$ cat config.mk
export PLATFORM = sky130hd
export DESIGN_NAME = dividend_reconstructor
export DESIGN_NICKNAME = d
export VERILOG_FILES = /design/src/rtl/divider_pkg.sv /design/src/rtl/dividend_reconstructor.sv
export SDC_FILE = /design/constraint.sdc
export NUM_CORES = 1
export LEC_CHECK = 0
export ABC_AREA = 1
export CAP_MARGIN = 20
export CORE_UTILIZATION = 59
export DETAILED_ROUTE_END_ITERATION = 8
export GPL_TIMING_DRIVEN = 0
export HOLD_SLACK_MARGIN = 0.02
export PLACE_DENSITY = 0.86
export SYNTH_ARGS = -nofsm -noshare
export SYNTH_HDL_FRONTEND = slang
export SYNTH_SLANG_ARGS = --single-unit
$ cat constraint.sdc
create_clock -name clk -period 3.85 [get_ports clk]
set_clock_uncertainty 0.1 [all_clocks]
set_input_delay 0.77 -clock clk [delete_from_list [all_inputs] [get_ports clk]]
set_output_delay 0.77 -clock clk [all_outputs]
set_load 0.005 [all_outputs]
$ cat src/rtl/divider_pkg.sv
// Shared definitions for the divider family: default operand widths, the
// IDLE/RUN/DONE state encoding, and the 32-bit-dividend range check.
package divider_pkg;

  localparam int QW = 32;
  localparam int DW = 16;

  typedef enum logic [1:0] {
    IDLE = 2'd0,
    RUN  = 2'd1,
    DONE = 2'd2
  } state_e;

  // True when a reconstructed value is representable as a 32-bit dividend.
  function automatic logic fits32(input logic [QW+DW-1:0] value);
    return (value[QW+DW-1:32] == {(QW+DW-32){1'b0}});
  endfunction

endpackage

$ cat src/rtl/dividend_reconstructor.sv
// Sequential shift-add MAC: result = quotient * divisor + remainder.
// Rebuilds a dividend from divider outputs; one operation in flight,
// fixed DW-cycle latency, back-to-back accept possible in the DONE cycle.
module dividend_reconstructor
  import divider_pkg::*;
#(
  parameter int QW = divider_pkg::QW,
  parameter int DW = divider_pkg::DW
) (
  input  logic             clk,
  input  logic             reset,
  input  logic             valid_in,
  input  logic [QW-1:0]    quotient,
  input  logic [DW-1:0]    divisor,
  input  logic [DW-1:0]    remainder,
  output logic             busy,
  output logic             valid_out,
  output logic [QW+DW-1:0] result,
  output logic             fits32
);

  localparam int RW = QW + DW;
  localparam int CW = $clog2(DW + 1);
  localparam logic [CW-1:0] LAST_CNT = CW'(DW - 1);

  state_e          state_r;
  state_e          state_nx_s;
  logic [RW-1:0]   acc_r;
  logic [QW-1:0]   mcand_r;
  logic [DW-1:0]   mplier_r;
  logic [CW-1:0]   cnt_r;
  logic [RW-1:0]   result_r;
  logic            fits32_r;

  logic            load_s;
  logic            last_s;
  logic [RW-1:0]   addend_s;
  logic [RW-1:0]   acc_nx_s;

  // State register; reset aborts any in-flight operation.
  always_ff @(posedge clk or negedge reset) begin
    if (!reset) begin
      state_r <= IDLE;
    end else begin
      state_r <= state_nx_s;
    end
  end

  // Next-state decode: accept in IDLE or DONE, finish after DW iterations.
  always_comb begin
    state_nx_s = state_r;
    load_s     = 1'b0;
    last_s     = 1'b0;
    case (state_r)
      IDLE: begin
        if (valid_in) begin
          load_s     = 1'b1;
          state_nx_s = RUN;
        end else begin
          state_nx_s = IDLE;
        end
      end
      RUN: begin
        if (cnt_r == LAST_CNT) begin
          last_s     = 1'b1;
          state_nx_s = DONE;
        end else begin
          state_nx_s = RUN;
        end
      end
      DONE: begin
        if (valid_in) begin
          load_s     = 1'b1;
          state_nx_s = RUN;
        end else begin
          state_nx_s = IDLE;
        end
      end
      default: begin
        state_nx_s = IDLE;
      end
    endcase
  end

  // One shift-add iteration: add the multiplicand weighted by 2^cnt when
  // the current multiplier bit is set. The sum cannot exceed RW bits.
  always_comb begin
    addend_s = {RW{1'b0}};
    if (mplier_r[0]) begin
      addend_s = {{DW{1'b0}}, mcand_r} << cnt_r;
    end else begin
      addend_s = {RW{1'b0}};
    end
    acc_nx_s = acc_r + addend_s;
  end

  // Datapath registers: operand load, iteration update, result capture.
  always_ff @(posedge clk or negedge reset) begin
    if (!reset) begin
      acc_r    <= {RW{1'b0}};
      mcand_r  <= {QW{1'b0}};
      mplier_r <= {DW{1'b0}};
      cnt_r    <= {CW{1'b0}};
      result_r <= {RW{1'b0}};
      fits32_r <= 1'b1;
    end else if (load_s) begin
      acc_r    <= {{QW{1'b0}}, remainder};
      mcand_r  <= quotient;
      mplier_r <= divisor;
      cnt_r    <= {CW{1'b0}};
    end else if (state_r == RUN) begin
      acc_r    <= acc_nx_s;
      mplier_r <= mplier_r >> 1;
      cnt_r    <= cnt_r + CW'(1);
      if (last_s) begin
        result_r <= acc_nx_s;
        fits32_r <= divider_pkg::fits32(acc_nx_s);
      end
    end
  end

  assign busy      = (state_r == RUN);
  assign valid_out = (state_r == DONE);
  assign result    = result_r;
  assign fits32    = fits32_r;

endmodule

Yosys cells after proc, flatten, opt, wreduce, memory -nomap -nowiden
Cells that the tools add are included.
{"block": "word_totals", "mem_count": 0, "reg_bits": 152, "mem_bits_ro": 0, "elab_cells": 33, "mem_bits_rw": 0, "in_bits": 67, "out_inout_bits": 51, "latch_bits": 0}
{"block": "classes", "mul": 0, "n_reduce_logical": 5, "n_lt_le_gt_ge": 0, "bitwise": 1, "eq_ne": 3, "add_sub_neg": 2, "n_shift": 1, "n_div": 0, "n_mux": 14}
{"operator": "48-bit 2-to-1 mux", "n": 3}
{"operator": "48-bit adder", "n": 1}
{"operator": "32-bit by 5-bit left shift with 48-bit output", "n": 1}
{"operator": "16-bit 2-to-1 mux", "n": 2}
{"operator": "16-bit logical NOT", "n": 1}
{"operator": "5-bit 2-to-1 mux", "n": 2}
{"operator": "5-bit by 1-bit adder with 5-bit output (second input constant)", "n": 1}
{"operator": "5-bit by 4-bit equality test with 1-bit output (second input constant)", "n": 1}
{"operator": "1-bit 2-to-1 mux", "n": 5}
{"operator": "2-bit one-hot mux with 2 select lines", "n": 1}
{"operator": "3-bit AND reduction", "n": 1}
{"operator": "2-bit by 1-bit equality test with 1-bit output (second input constant)", "n": 1}
{"operator": "2-bit equality test (second input constant)", "n": 1}
{"operator": "2-bit logical NOT", "n": 1}
{"operator": "2-bit 2-to-1 mux", "n": 1}
{"operator": "2-bit nonzero test", "n": 1}
{"operator": "2-bit OR reduction", "n": 1}
{"operator": "1-bit NOT", "n": 1}

Depth between registers and ports, before layout
Gate-level depths: netlist of run 1.
{"block": "depth", "word_depth": 5, "mapped_depth": 33, "depth_no_buf": 30}

Worst setup path after synthesis of run 1
Ideal clock, no wire load.
{"block": "synth_timing", "kind": "flip-flop to flip-flop", "startpoint": "register cnt_r[0]", "endpoint": "register fits32_r (netlist: fits32)", "required_time_ns": 3.690, "setup_ns": 0.060, "period_less_slack_ns": 3.254, "path_slack_ns": 0.596, "arrival_ns": 3.094, "path_stages_with_launch": 30, "n_path_buf": 3, "cell_sequence": "dfrtp_1 buf_6 buf_4 buf_4 nand2_1 nand2_1 nand2_1 o21ai_0 nand2_1 o21ai_0 o21ai_0 nor2_1 o21a_1 ha_1 nand2_2 nor2_2 inv_1 nor2_1 nand2_1 nor2_1 nand2_1 nand3_1 nand2_1 nand2_1 nand2_1 nor2_1 nand2_1 nor2_1 nand2_1 nand2_1"}
{"block": "synth_between", "elab_chain_cells": 4, "word_cells_on_any_way": 8, "classes_between": "add/sub (1); eq/ne (1); shift (1); mux (3); reduce/logical (2)"}
{"item": "from (decl)", "line": "dividend_reconstructor.sv:31", "source": "logic [CW-1:0] cnt_r;"}
{"item": "from (signal assigned)", "line": "dividend_reconstructor.sv:103", "source": "cnt_r <= {CW{1'b0}};"}
{"item": "from (signal assigned)", "line": "dividend_reconstructor.sv:110", "source": "cnt_r <= {CW{1'b0}};"}
{"item": "from (signal assigned)", "line": "dividend_reconstructor.sv:114", "source": "cnt_r <= cnt_r + CW'(1);"}
{"item": "32-bit by 5-bit left shift with 48-bit output or 5-bit by 4-bit equality test with 1-bit output (tied branches)", "line": "dividend_reconstructor.sv:90, dividend_reconstructor.sv:64"}
{"item": "48-bit 2-to-1 mux or 1-bit 2-to-1 mux (tied branches)", "line": "dividend_reconstructor.sv:89, dividend_reconstructor.sv:64"}
{"item": "48-bit adder or 1-bit 2-to-1 mux (tied branches)", "line": "dividend_reconstructor.sv:94, dividend_reconstructor.sv:54"}
{"item": "16-bit logical NOT or 3-bit AND reduction (tied branches)"}
{"item": "to (signal assigned)", "line": "dividend_reconstructor.sv:117", "source": "fits32_r <= divider_pkg::fits32(acc_nx_s);"}
{"item": "to (decl)", "line": "dividend_reconstructor.sv:33", "source": "logic fits32_r;"}
Parallel ways exist; a longest one is shown, timed or not.
A chain may end at the register's enable or synchronous reset.

Worst setup path in the final report of run 1
Ends and elaborated chain as after synthesis.

==> summary.txt, run 1 <==
Status
  – Status: finished, violations left
  – Failing checks: setup timing

Placed design
  – Post-detail-place hpwl: 32300 µm
  – Placed cell areas: 13200 µm²
  – PortBufs: 117
  – GP Congestion: 0.995

Logic synthesis
  – Synth Cell Area: 11700 µm²
  – Synth Register Bits: 152
  – Syn. warnings: 0
  – Syn_area_per_cell: 6.40 µm²
  – EDFF count, synth: 0
  – Cells after synthesis: 1820
  – Sequential fraction of the synthesis area: 0.327
  – Ys async rst share: 1.00
  – Largest cells by area after synthesis: dfrtp_1, nand2_1, o21ai_0
  – Area fraction of the dominant cell type after synthesis: 0.324
  – Post-synthesis cell type count: 46
  – Leading area contributor after synthesis: dfrtp_1
  – Ys flop type: dfrtp_1
  – Syn Nets: 1937

Setup path
  – Max stage delay on crit path: 390 ps
  – WP depth: 31
  – Data required time of the worst path: 4130 ps
  – Critical path's top delay family: simple AND/OR/NAND/NOR gates
  – Crit end category: flip-flop
  – Reg-to-Reg End: fits32
  – Critical path class: flip-flop to flip-flop
  – Crit path buf inv count: 7
  – Most frequent CP cell: nand2_1
  – R2R Path Start: cnt_r[0]
  – Max stage delay cell, worst path: dfrtp_1
  – Cell count of the worst reg-to-reg path: 31
  – Worst Setup SP: cnt_r[0]
  – Crit path to: fits32
  – Worst Setup Start Kind: flip-flop
  – Flop2flop setup slack: -210 ps
  – Crit path DAT: 4340 ps
  – Worst-path maximum fanout: 5

Floorplanning
  – Die width: 143 µm
  – IO Pins: 118
  – # rows: 51
  – Initial Util: 0.601
  – Die ar.: 20300 µm²
  – Die Ht: 143 µm
  – Core area: 19400 µm²

Detailed routing
  – Initial DRT Pass Iterations: 6
  – ANT nets after route: 0
  – Per-cell routed wire length: 19.9 µm
  – Post-DR vias/cell: 5.99
  – DR DRC count: 0
  – Via count: 13700
  – Routed WL: 45600 µm
  – DR iter-0 viols: 1425

STA
  – Max-slew violations: 0
  – Fin worst setup slack: -211 ps
  – RSZ-0062 raised after global routing: yes
  – Final setup violation count: 11
  – Fmax: 0.246 GHz
  – Worst-margin pin slew: 915 ps
  – Final worst-path cycle share: 1.05
  – Period minus WS final: 4060 ps
  – Worst relative slew slack: 0.390
  – Final hold viol count: 0
  – Final setup TNS: -869 ps

Layout
  – Layout Cell Area excl Fill: 15900 µm²
  – Multi-input logic area: 8180 µm²
  – Commonest non-fill, non-tap cell in the layout: nand2_1
  – Register area: 3800 µm²
  – Inserted Diodes: 0
  – Layout cells sized above 1: 0.218
  – P&R area growth vs syn: 36.2%
  – Most frequent cells in the layout: nand2_1, inv_1, dfrtp_1
  – Final #Nets: 2129
  – Fillers: 1332
  – Final Util: 0.818

Clocking
  – Maximum clock insertion buffer count: 2
  – Clk_lat worst skew: 450 ps
  – Root Buffer: clkbuf_16
  – Worst-path clk slew: 70 ps
  – Clock Sinks: 152
  – CTS Hold Bufs: 0
  – Num CTS Buffers: 17
  – H-Tree Depth: 4
  – CTS tree: built

GRT
  – Initial antenna violation count: 0
  – Number of global-route vias before repair: 12400
  – Overflow after GRT: 0
  – First-pass GRT wire length: 65600 µm
  – GRT Total Usage: 0.430
  – Largest net degree at the start of global routing: 81

Min path
  – Hold Crit Class: primary input to async pin

Job
  – Max-cap check violation count: 0
-- cells in the mapped netlist (7+ instances only) --
library cell	instances
xor2_1	11
nor2_2	18
a31oi_1	11
nand2_1	717
mux2i_1	8
ha_1	49
o211ai_1	14
clkbuf_1	44
xnor2_1	19
nand4_1	9
o22ai_1	25
buf_1	8
o21bai_1	7
buf_2	11
inv_2	9
a21oi_1	38
o21ai_0	190
nand2_2	16
dfrtp_1	151
inv_1	211
nand3_2	8
nor2_1	118
nand3_1	70
-- timing repair --
action | CTS | global route
gates cloned | 0 | 3
pin swaps | 42 | 80
resized for setup | 204 | 226
buffers inserted | 27 | 27
setup endpoints to repair | 65 | 52
-- how the worst min path moves through the flow --
stage / cells after the start / endpoint / startpoint / slack (ps)
floorplan: 2 / mplier_r[2] / mplier_r[2] / 350
global placement: 2 / fits32 / fits32 / 360
detailed placement: 2 / result[2] / result[2] / 370
CTS: 1 / acc_r[16] / reset / 270
global route: 1 / result[18] / reset / 290
finish: 1 / acc_r[16] / reset / 210
-- layout make-up --
cell class,count,area share
flip-flops and latches,152,0.240
inverters,222,0.0531
plain buffers,68,0.0249
clock buffers,18,0.0277
well taps,265,0.0209
multi-input cells,1376,0.516
clock inverters,14,0.0125
repair buffers,175,0.105
-- cell families after synthesis --
kind of cell    after synthesis  synth area share
compound gates              301             0.141
fa+ha+maj                    50            0.0543
buf+inv                     292            0.0988
xor+xnor                     30            0.0225
simple gates                987             0.350
mux                           8           0.00687
flops                       152             0.327
-- stage by stage --
step | instances | hold WS [ps] | setup slack [ps]
5_1_grt | 2290 | 295 | -312
3_5_place_dp | 2203 | 365 | -713
2_1_floorplan | 1820 | 349 | 596
6_report | 2290 | 211 | -211
3_3_place_gp | 2202 | 361 | -4110
4_1_cts | 2260 | 269 | 1.59
-- routing by layer --
metal,routed length [µm],global-route usage
met1,16500,0.503
met2,21400,0.722
met3,4420,0.0956
met4,3290,0.255
met5,0,0
-- registers in the layout (all words and copies together) (netlist names) --
signal / count
state_r: 2
acc_r: 48
fits32: 1
mplier_r: 16
result: 48
mcand_r: 32
cnt_r: 5
Power of run 1 is left out: the tool's default activity adds up to more than one toggle a clock period on the data nets, which glitch-free logic cannot reach.
==> run 2: changes to the inputs <==
Settings changed: CORE_UTILIZATION 59 to 30, PLACE_DENSITY 0.86 to 0.52.
==> run 2 against run 1 <==
The run still ends with setup timing left. Critical path depth rose by 1. Non-clock buffer count increased by 13. Sequential cell count unchanged. Count of clock-buffer cells in the layout stayed put. Core utilization shrank 38 points. Routed wire length shrank 1.1%. Die area grew 95%. Hold slack lost 67 ps. Highest routed layer unchanged. Maximum frequency is 4.1% higher. Worst setup slack improved by 160 ps. Sequential share of layout area is 0.87 points lower.
==> summary.txt, run 2 (synthesis gave the netlist of run 1 again) <==
Clocking
  – Num CTS Buffers: 17
  – Root Buffer: clkbuf_16
  – CTS tree: built
  – Clk_lat worst skew: 460 ps
  – Clock Sinks: 152
  – Worst-path clk slew: 70 ps
  – H-Tree Depth: 4
  – Maximum clock insertion buffer count: 2

GRT
  – Initial antenna violation count: 0
  – GRT Total Usage: 0.229
  – Largest net degree at the start of global routing: 89
  – Overflow after GRT: 0
  – First-pass GRT wire length: 68200 µm
  – Number of global-route vias before repair: 12000

Layout
  – Final #Nets: 2142
  – Inserted Diodes: 0
  – Fillers: 4013
  – P&R area growth vs syn: 41.3%
  – Layout cells sized above 1: 0.240
  – Most frequent cells in the layout: nand2_1, inv_1, dfrtp_1
  – Commonest non-fill, non-tap cell in the layout: nand2_1

Detailed routing
  – Via count: 12400
  – Per-cell routed wire length: 17.7 µm
  – Routed WL: 45100 µm
  – DR iter-0 viols: 654
  – Initial DRT Pass Iterations: 5
  – DR DRC count: 0
  – Post-DR vias/cell: 4.86
  – ANT nets after route: 0

Floorplanning
  – Die width: 199 µm
  – Initial Util: 0.307
  – Core area: 37900 µm²
  – # rows: 71
  – IO Pins: 118
  – Die ar.: 39600 µm²
  – Die Ht: 199 µm

Setup path
  – Critical path class: flip-flop to flip-flop
  – Crit end category: flip-flop
  – Data required time of the worst path: 4150 ps
  – R2R Path Start: cnt_r[0]
  – Most frequent CP cell: nand2_2
  – Worst-path maximum fanout: 7
  – Worst Setup Start Kind: flip-flop
  – Reg-to-Reg End: fits32
  – Worst Setup SP: cnt_r[0]
  – Flop2flop setup slack: -50 ps
  – Max stage delay cell, worst path: dfrtp_1
  – Max stage delay on crit path: 390 ps
  – Crit path to: fits32
  – Cell count of the worst reg-to-reg path: 32
  – Crit path DAT: 4200 ps

STA
  – Max-slew violations: 0
  – Worst relative slew slack: 0.302
  – Period minus WS final: 3900 ps
  – RSZ-0062 raised after global routing: yes
  – Final setup violation count: 1
  – Final worst-path cycle share: 1.01
  – Fmax: 0.256 GHz
  – Final hold viol count: 0
  – Fin worst setup slack: -50.6 ps
  – Worst-margin pin slew: 1050 ps

Placed design
  – PortBufs: 117
  – GP Congestion: 0.945
  – Post-detail-place hpwl: 35700 µm
  – Pre-CTS setup slack: -803 ps

Job
  – Max-cap check violation count: 0

Status
  – Failing checks: setup timing
  – Status: finished, violations left

Min path
  – Hold Crit Class: primary input to async pin
-- run 2: cell types whose count changed in the layout (fill, tap and decap cells not counted), moves of 4 or more --
cell / before / now
o21ai_4: 7 / 11
o22ai_4: 8 / 15
o22ai_2: 13 / 6
inv_8: 5 / 0
buf_4: 55 / 66
nand2_4: 7 / 11
nand2_1: 662 / 642
ha_1: 12 / 17
clkbuf_4: 5 / 1
ha_4: 33 / 28
nor2_1: 70 / 62
nor2_4: 33 / 39
nand2_2: 64 / 80
-- run 2: per-stage QoR --
stage	utilization	hold WS, ps	setup TNS, ps	std cells	cell area, µm²
6_report	0.434	143	-50.6	2549	16500
5_1_grt	0.434	172	-2200	2549	16500
4_1_cts	0.402	159	-14.0	2514	15200
3_5_place_dp	0.356	371	-20240	2449	13500
3_3_place_gp	0.355	361	-716090	2448	13500
2_1_floorplan	-	349	0	1820	11700
-- run 2: how the worst min path moves through the flow --
stage | from | to | slack (ps) | cells past startpoint
after floorplan | mplier_r[2] | mplier_r[2] | 350 | 2
after global placement | fits32 | fits32 | 360 | 2
after detailed placement | fits32 | fits32 | 370 | 2
after CTS | reset | result[14] | 160 | 1
after global routing | reset | result[14] | 170 | 1
final | reset | result[14] | 140 | 1
-- run 2: repair_timing --
item | CTS | global route
setup buffers | 35 | 31
pin swaps | 42 | 85
endpoints found under the setup margin | 70 | 53
hold buffers | 0 | 0
resized for setup | 261 | 231
gates cloned | 0 | 4
-- run 2: layout make-up --
cell class / instances / area [µm²] / share of cell area
plain buffers: 68 / 412 / 0.0250
clock buffers: 18 / 439 / 0.0267
clock inverters: 14 / 113 / 0.00684
inverters: 222 / 848 / 0.0515
multi-input cells: 1376 / 8390 / 0.509
flip-flops and latches: 152 / 3810 / 0.231
well taps: 511 / 639 / 0.0388
repair buffers: 188 / 1820 / 0.111
-- run 2: routing by layer --
layer / vias up / track usage / part of all wire
li1: 6188 / - / -
met3: 63 / 0.0358 / 0.037
met4: 0 / 0.0929 / 0.037
met1: 5884 / 0.288 / 0.44
met5: - / 0 / 0
met2: 254 / 0.391 / 0.49
-- run 2: critical path, delay by kind of cell, from the launching register on --
family,cells,cell delay [ps]
fa+ha+maj,1,210
compound gates,2,220
mux,1,100
buf+inv,9,1000
flops,1,390
simple gates,19,1790
Power of run 2 is left out for the same reason.
